==> config.mk <==
export PLATFORM = sky130hd
export DESIGN_NAME = cp0_ctrl
export DESIGN_NICKNAME = d
export VERILOG_FILES = /design/src/rtl/cp0_pkg.sv /design/src/rtl/cp0_req_arb.sv /design/src/rtl/cp0_ctrl.sv
export SDC_FILE = /design/constraint.sdc
export NUM_CORES = 1
export LEC_CHECK = 0
export CORE_UTILIZATION = 43
export CTS_BUF_LIST = sky130_fd_sc_hd__clkbuf_2
export CTS_CLUSTER_DIAMETER = 120
export CTS_CLUSTER_SIZE = 20
export DETAILED_ROUTE_END_ITERATION = 8
export MAX_ROUTING_LAYER = met4
export PLACE_DENSITY = 0.95
export REMOVE_ABC_BUFFERS = 1
export SYNTH_ARGS = -nofsm -noshare
export SYNTH_HDL_FRONTEND = slang
export SYNTH_HIERARCHICAL = 1
export SYNTH_SLANG_ARGS = --single-unit
==> constraint.sdc <==
create_clock -name clk -period 2.9 [get_ports clk]
set_clock_uncertainty 0.1 [all_clocks]
set_input_delay 0.58 -clock clk [delete_from_list [all_inputs] [get_ports clk]]
set_output_delay 0.58 -clock clk [all_outputs]
set_load 0.02 [all_outputs]
==> src/rtl/cp0_pkg.sv <==
// Shared CP0 definitions: register indices, field positions, exception codes
// and the exception entry address exported for the fetch-stage PC mux.
package cp0_pkg;

  localparam logic [4:0] CP0_SR    = 5'd12;
  localparam logic [4:0] CP0_CAUSE = 5'd13;
  localparam logic [4:0] CP0_EPC   = 5'd14;
  localparam logic [4:0] CP0_PRID  = 5'd15;

  localparam int SR_IE_BIT    = 0;
  localparam int SR_EXL_BIT   = 1;
  localparam int IM_LO_BIT    = 10;
  localparam int IM_HI_BIT    = 15;
  localparam int EXC_LO_BIT   = 2;
  localparam int EXC_HI_BIT   = 6;
  localparam int CAUSE_BD_BIT = 31;

  localparam logic [4:0] EXC_INT     = 5'd0;
  localparam logic [4:0] EXC_ADEL    = 5'd4;
  localparam logic [4:0] EXC_ADES    = 5'd5;
  localparam logic [4:0] EXC_SYSCALL = 5'd8;
  localparam logic [4:0] EXC_RI      = 5'd10;
  localparam logic [4:0] EXC_OV      = 5'd12;

  localparam logic [31:0] HANDLER_ADDR = 32'h0000_4180;
  localparam logic [31:0] PRID_VALUE   = 32'h2023_0007;

  // A delay-slot victim restarts at the branch one word earlier (wraps mod 2^32).
  function automatic logic [31:0] epc_target(input logic [31:0] vpc, input logic bd);
    logic [31:0] word_pc;
    word_pc = vpc & 32'hFFFF_FFFC;
    return bd ? (word_pc - 32'd4) : word_pc;
  endfunction

endpackage

==> src/rtl/cp0_req_arb.sv <==
// Combinational request arbiter: qualifies interrupts and exceptions against
// SR and selects the ExcCode to latch (interrupts win).
module cp0_req_arb
  import cp0_pkg::*;
(
  input  logic [5:0] hw_int_i,
  input  logic [5:0] im_i,
  input  logic       ie_i,
  input  logic       exl_i,
  input  logic [4:0] exc_code_i,
  output logic       req_o,
  output logic [4:0] exc_code_o
);

  logic int_req_s;
  logic exc_req_s;

  always_comb begin
    int_req_s  = (|(hw_int_i & im_i)) & ie_i & ~exl_i;
    exc_req_s  = (exc_code_i != 5'd0) & ~exl_i;
    req_o      = int_req_s | exc_req_s;
    exc_code_o = int_req_s ? EXC_INT : exc_code_i;
  end

endmodule

==> src/rtl/cp0_ctrl.sv <==
// M-stage CP0: SR/Cause/EPC state, mfc0/mtc0 access, eret and exception entry.
// Build option CP0_PRID_EN makes index 15 return PRID_VALUE instead of 0.
module cp0_ctrl
  import cp0_pkg::*;
(
  input  logic        clk,
  input  logic        reset,
  input  logic        en,
  input  logic [4:0]  CP0Add,
  input  logic [31:0] CP0In,
  output logic [31:0] CP0Out,
  input  logic [31:0] VPC,
  input  logic        BDIn,
  input  logic [4:0]  ExcCodeIn,
  input  logic [5:0]  HWInt,
  input  logic        EXLClr,
  output logic [31:0] EPCOut,
  output logic        Req
);

  logic [5:0]  sr_im_q,     sr_im_d;
  logic        sr_exl_q,    sr_exl_d;
  logic        sr_ie_q,     sr_ie_d;
  logic        cause_bd_q,  cause_bd_d;
  logic [5:0]  cause_ip_q,  cause_ip_d;
  logic [4:0]  cause_exc_q, cause_exc_d;
  logic [31:0] epc_q,       epc_d;

  logic        req_s;
  logic [4:0]  exc_sel_s;
  logic        wr_sr_s;
  logic        wr_epc_s;
  logic [31:0] sr_s;
  logic [31:0] cause_s;

  cp0_req_arb u_req_arb (
    .hw_int_i   (HWInt),
    .im_i       (sr_im_q),
    .ie_i       (sr_ie_q),
    .exl_i      (sr_exl_q),
    .exc_code_i (ExcCodeIn),
    .req_o      (req_s),
    .exc_code_o (exc_sel_s)
  );

  // Exception entry beats eret, which beats mtc0; eret still lets the mtc0 land first.
  always_comb begin
    wr_sr_s     = en & (CP0Add == CP0_SR);
    wr_epc_s    = en & (CP0Add == CP0_EPC);
    cause_ip_d  = HWInt;
    sr_im_d     = (!req_s && wr_sr_s) ? CP0In[IM_HI_BIT:IM_LO_BIT] : sr_im_q;
    sr_ie_d     = (!req_s && wr_sr_s) ? CP0In[SR_IE_BIT] : sr_ie_q;
    sr_exl_d    = req_s    ? 1'b1 :
                  EXLClr   ? 1'b0 :
                  wr_sr_s  ? CP0In[SR_EXL_BIT] : sr_exl_q;
    cause_bd_d  = req_s ? BDIn : cause_bd_q;
    cause_exc_d = req_s ? exc_sel_s : cause_exc_q;
    epc_d       = req_s    ? epc_target(VPC, BDIn) :
                  wr_epc_s ? (CP0In & 32'hFFFF_FFFC) : epc_q;
  end

  always_ff @(posedge clk or negedge reset) begin
    if (!reset) begin
      sr_im_q     <= 6'd0;
      sr_exl_q    <= 1'b0;
      sr_ie_q     <= 1'b0;
      cause_bd_q  <= 1'b0;
      cause_ip_q  <= 6'd0;
      cause_exc_q <= 5'd0;
      epc_q       <= 32'd0;
    end else begin
      sr_im_q     <= sr_im_d;
      sr_exl_q    <= sr_exl_d;
      sr_ie_q     <= sr_ie_d;
      cause_bd_q  <= cause_bd_d;
      cause_ip_q  <= cause_ip_d;
      cause_exc_q <= cause_exc_d;
      epc_q       <= epc_d;
    end
  end

  always_comb begin
    sr_s    = {16'd0, sr_im_q, 8'd0, sr_exl_q, sr_ie_q};
    cause_s = {cause_bd_q, 15'd0, cause_ip_q, 3'd0, cause_exc_q, 2'd0};
    case (CP0Add)
      CP0_SR:    CP0Out = sr_s;
      CP0_CAUSE: CP0Out = cause_s;
      CP0_EPC:   CP0Out = epc_q;
`ifdef CP0_PRID_EN
      CP0_PRID:  CP0Out = PRID_VALUE;
`else
      CP0_PRID:  CP0Out = 32'd0;
`endif
      default:   CP0Out = 32'd0;
    endcase
  end

  assign EPCOut = epc_q;
  assign Req    = req_s;

endmodule

# After elaboration in Yosys (flattened, before gate mapping)
# Index checks and enable logic that the tools add are counted.
dict set report totals {
  register_bits 52
  inputBits 85
  out_inout_bits 65
  word_cells 33
}
dict set report classes {
  n_addsub 1
  n_eq_ne 3
  muxes 8
  bitwise_logic 8
  n_reduce_logical 6
}
# cell n
set ops {}
lappend ops {{$mux 32} 3}
lappend ops {{$pmux 32 s3} 1}
lappend ops {{$sub 32x3->32 const B} 1}
lappend ops {{$eq 5x4->1 const B} 3}
lappend ops {{$and 6x6->6} 1}
lappend ops {{$reduce_or 6->1} 1}
lappend ops {{$and 1x1->1} 5}
lappend ops {{$mux 5} 1}
lappend ops {{$reduce_bool 5->1} 1}
lappend ops {{$mux 1} 3}
lappend ops {{$reduce_bool 3->1} 1}
lappend ops {{$reduce_bool 2->1} 1}
lappend ops {{$logic_and 1x1->1} 1}
lappend ops {{$logic_not 1->1} 1}
lappend ops {{$not 1->1} 1}
lappend ops {{$or 1x1->1} 1}

# Longest topological paths before layout
dict set report depth {
  ltp_word 7
  mapped_depth 7
  mapped_depth_nobuf 6
}

# Modules after synthesis
# The synthesis kept the hierarchy.
# mod instances cells_each area_each_um2
set modules_own_cells {}
lappend modules_own_cells {cp0_ctrl 1 324 3079.2}
lappend modules_own_cells {cp0_req_arb 1 13 102.6}

# Least setup slack after synthesis
# No wires, ideal clock.
dict set report synth_timing {
  path_kind {input-to-reg}
  start {input HWInt[3]}
  end {register epc_q[29] (netlist: EPCOut[29])}
  setup_ns 0.141
  arrival_ns 2.410
  path_slack_ns 0.248
  cell_stages 7
  path_buffers 3
  path_cell_list {a22oi_1 > a311oi_4 > o21bai_1 > clkbuf_1 > clkbuf_1 > clkbuf_1 > a31oi_1}
}
dict set report synth_between {
  elab_chain_cells 6
  elab_cells_between_ends 7
}
# element line_no
set synth_lines {}
lappend synth_lines {{from (decl)} cp0_ctrl.sv:15} ;# input logic [5:0] HWInt,
lappend synth_lines {{$and 6x6->6 *} cp0_req_arb.sv:19} ;# int_req_s = (|(hw_int_i & im_i)) & ie_i & ~exl_i;
lappend synth_lines {{$reduce_or 6->1 *} cp0_req_arb.sv:19}
lappend synth_lines {{$and 1x1->1 * (2 in series)} cp0_req_arb.sv:19}
lappend synth_lines {{$or 1x1->1 *} cp0_req_arb.sv:21} ;# req_o = int_req_s | exc_req_s;
lappend synth_lines {{named net Req} cp0_ctrl.sv:18} ;# output logic Req
lappend synth_lines {{$mux 32 / $reduce_bool 2->1 (equally long branches)} -}
lappend synth_lines {{to (signal assigned)} cp0_ctrl.sv:78} ;# epc_q <= epc_d;
lappend synth_lines {{to (decl)} cp0_ctrl.sv:27} ;# logic [31:0] epc_q, epc_d;
# The timed path passes the listed nets; every way through them passes the cells marked *.
# A chain may end at the register's enable or synchronous reset.

# Final worst setup path
dict set report layout_timing {
  start {input CP0Add[2]}
  end {output CP0Out[0]}
}
dict set report layout_between {
  elab_chain_cells 2
  elab_cells_between_ends 4
}
# element line_no
set layout_lines {}
lappend layout_lines {{from (decl)} cp0_ctrl.sv:9} ;# input logic [4:0] CP0Add,
lappend layout_lines {{$eq 5x4->1} cp0_ctrl.sv:85} ;# case (CP0Add)
lappend layout_lines {{$pmux 32 s3 *} cp0_ctrl.sv:85}
lappend layout_lines {{to (decl)} cp0_ctrl.sv:11} ;# output logic [31:0] CP0Out,
# Every way passes the cells marked *; elsewhere a longest branch is shown, timed or not.

==> run_results.csv <==
group,metric,value,unit
synthesis,synth_top_cell_area_share,39.3,%
drt,drc,0,
synthesis,yosys_most_used_dff,"dfrtp_1",
drt,postRouteWirelength,10500,µm
critical_path,cp_num_buf_inv,4,
cts,cts_root_buffer,"clkbuf_2",
drt,routed_length_per_placed_instance,17.5,µm
critical_path,cp_required,2.22,ns
sta,fmax,0.350,GHz
critical_path,setup.worst_path.class,"input pin to output pin",
floorplan,fp.dieW,88.0,µm
critical_path,biggest_cell_delay_along_the_critical_path,0.50,ns
placed_design,buffer_ports.inserted,145,
drt,route.vias.total,3517,
placed_design,globalplace.congestion,0.845,
synthesis,synthCells,337,
critical_path,critical_path_peak_fanout,8,
placed_design,post_dp_cell_area,4950,µm²
critical_path,arrival,2.18,ns
hold_path,hold_path.class,"input pin to async pin",
cts,clk-insertion-delay-late,0.44,ns
floorplan,floorplan.initialDensity,45.6,%
grt,grt_use_total,27.8,%
sta,post-route-min-period,2.86,ns
sta,final.hold.worst_slack,0.367,ns
grt,grt_pass1_wl,16200,µm
drt,drt_first_pass_iters,9,
floorplan,io_pins,150,
grt,grt_max_degree,41,
synthesis,postSynthRegisterBits,50,
cts,worst_setup_hold_path_clk_slew,0.24,ns
critical_path,cp_common_cell,"buf_4",
critical_path,worst_setup_path_start_kind,"input pin",
floorplan,core_region_area,6980,µm²
synthesis,syn_avg_cell_area,9.44,µm²
flow_run,timing.max_cap.violations,0,
drt,detail_route.iter0.violations,190,
critical_path,path_cells,"clkdlybuf4s50_1 > nand3b_1 > buf_4 > nor3_1 > buf_4 > and2_1 > clkdlybuf4s15_1",
pwr,powerDensity,639,nW/µm²
sta,setup_total_negative_slack,0,ns
cts,clock_path_buffers,2,
cells_and_area,nets,587,
pwr,power_leakage,2.11,nW
synthesis,ys_async_sr_fraction,100,%
sta,timing_hold_violations_final,0,
cells_and_area,antenna_cells_inserted,0,
cts,clock_sink_count,50,
synthesis,synth_top_cells_by_area,"dfrtp_1 39%, a211oi_1 6.1%, and3_1 5.3%, mux2_2 4.6%, and2_1 4.1%",
floorplan,core.rowCount,30,
cells_and_area,layout-drive-gt1-share,17.6,%
floorplan,die_outline_area,7750,µm²
drt,drtAntennaViolNets,0,
cts,tritoncts,"done",
critical_path,crit_slowest_cell,"clkdlybuf4s50_1",
cts,tritoncts.num_buffers,5,
critical_path,critPathCaptureType,"output pin",
synthesis,edff_count_synth,0,
floorplan,floorplan.die.height,88.0,µm
grt,grt_pass1_vias,3479,
synthesis,synth_warnings,6,
status,outcome,"complete, no violations",
sta,final.period_utilization,98.6,%
grt,grt_antenna_before_repair,0,
synthesis,synthDominantAreaCellType,"dfrtp_1",
drt,route.detailed.vias_per_inst,5.89,
sta,setup_viol_count_final,0,
synthesis,ys_seq_area_share,39.3,%
cells_and_area,postLayoutCellArea,4940,µm²
pwr,peakVddDrop,365,µV
cells_and_area,syn2layout_area_growth,55.2,%
synthesis,netlist_area,3180,µm²
synthesis,synth.distinct_cells,44,
placed_design,dp.final_hpwl,8060,µm
sta,slew_viol_final,0,
grt,grt_overflow_total,0,
critical_path,path_delay_family,"buffers and inverters",
cts,cts_max_level,2,
cell families (layout without fill, tap and decap cells):
kind of cell | count (synthesis) | after routing | share of synthesized area [%]
adder cells (fa/ha/maj) | 1 | 1 | 0.393
flip-flops | 50 | 50 | 39.3
AND/OR/NAND/NOR | 123 | 123 | 24.6
AO/OA/AOI/OAI | 93 | 93 | 21.2
other | 1 | 2 | 0.118
XOR/XNOR | 11 | 11 | 3.03
multiplexers | 18 | 18 | 6.17
buffers and inverters | 40 | 203 | 5.23
registers in the layout, summed over array words and instances (netlist names):
name	flops
sr_exl_q	1
cause_exc_q	5
cause_bd_q	1
cause_ip_q	6
sr_im_q	6
sr_ie_q	1
EPCOut	30
worst register-to-register path: cells and delay by family (launching register included):
kind / cells / cell delay (ns)
AO/OA/AOI/OAI: 3 / 0.73
AND/OR/NAND/NOR: 1 / 0.17
flip-flops: 1 / 0.45
buffers and inverters: 3 / 0.45
multiplexers: 1 / 0.33
where the power goes:
part	switching (mW)	internal, mW	leakage (nW)	total, mW
Clock	0.216	0.138	0.0365	0.355
Combinational	0.790	0.783	1.50	1.57
Sequential	0.248	0.982	0.579	1.23
Total	1.25	1.90	2.11	3.16
placed cells by master, fill, tap and decap left out, types with 4 or more instances in the layout:
cell type / Yosys / final
a22o_1: 6 / 6
o31ai_1: 13 / 13
and3_1: 27 / 27
a211oi_1: 26 / 26
clkdlybuf4s15_1: 0 / 11
nor2b_1: 5 / 5
o21ai_1: 5 / 5
clkdlybuf4s50_1: 0 / 111
nand4_1: 5 / 5
and2_1: 21 / 21
nor3_1: 4 / 4
a21oi_1: 10 / 10
clkbuf_2: 0 / 24
mux2i_1: 5 / 5
or4_1: 17 / 17
nor2_1: 7 / 6
a31oi_1: 18 / 18
mux2_2: 13 / 13
xor2_1: 11 / 11
buf_4: 2 / 36
inv_1: 11 / 11
or3_1: 8 / 8
a222oi_1: 6 / 6
dfrtp_1: 50 / 50
nand2_1: 8 / 8
routing by layer:
metal  part of all wire, %  wire (µm)  up-vias  track usage, %
li1                      -          -     1623               -
met3                   6.8        717       35            3.11
met4                   3.2        334        0            11.7
met5                     0          0        -               -
met1                    39       4080     1670            31.5
met2                    51       5340      189            49.5
path summary, 6_finish.rpt:
check / from / to / slack, ns / cells after the start
worst min-delay path: reset / sr_ie_q / 0.37 / 2
max in group asynchronous: reset / EPCOut[22] / 1.78 / 3
worst min register to register: cause_exc_q[4] / cause_exc_q[4] / 0.45 / 1
worst max-delay path: CP0Add[2] / CP0Out[0] / 0.04 / 7
min in group clk: cause_exc_q[4] / cause_exc_q[4] / 0.45 / 1
worst max register to register: sr_im_q[3] / sr_im_q[3] / 0.60 / 8
stage by stage:
stage	std cells	total power, mW	utilization (%)	worst slack [ns]
2_1_floorplan	309	2.00	-	-1.52
3_3_place_gp	588	2.75	70.9	-0.276
3_5_place_dp	588	2.82	70.9	-0.352
4_1_cts	596	3.16	71.3	0.00319
5_1_grt	597	3.32	70.8	-0.0205
6_report	597	3.16	70.8	0.0398
repair_timing:
| action | CTS | global route |
|---|---|---|
| hold endpoints to repair | 5 | 0 |
| hold buffers | 1 | 0 |
| pin swaps | 0 | 4 |
| gates resized for setup | 34 | 54 |
| buffers inserted | 0 | 0 |
| cloned | 0 | 1 |
| setup endpoints to repair | 33 | 29 |
Yosys cell counts (3+ instances only):
cell and number:
o31ai_1 13, inv_1 11, mux2i_1 5, o21ai_1 5
clkbuf_1 25, a211oi_1 26, nand4_1 5, nor2_1 7
mux2_2 13, a22o_1 6, and2_1 21, and3_1 27
or2_2 3, nor2b_1 5, xor2_1 11, nor3_1 4
nor4b_1 3, a22oi_1 3, a222oi_1 6, or3_1 8
or4_1 17, a21oi_1 10, dfrtp_1 50, o21ai_0 3
a31oi_1 18, nand2_1 8
area by class of cell:
type	instances	area, µm²
multi-input cells	248	1800
inverters	11	41.3
fillers	557	2040
flip-flops and latches	50	1250
clock buffers	5	25.0
clock inverters	2	33.8
well taps	96	120
repair buffers	185	1670
Power figures use the tool's default switching activity.
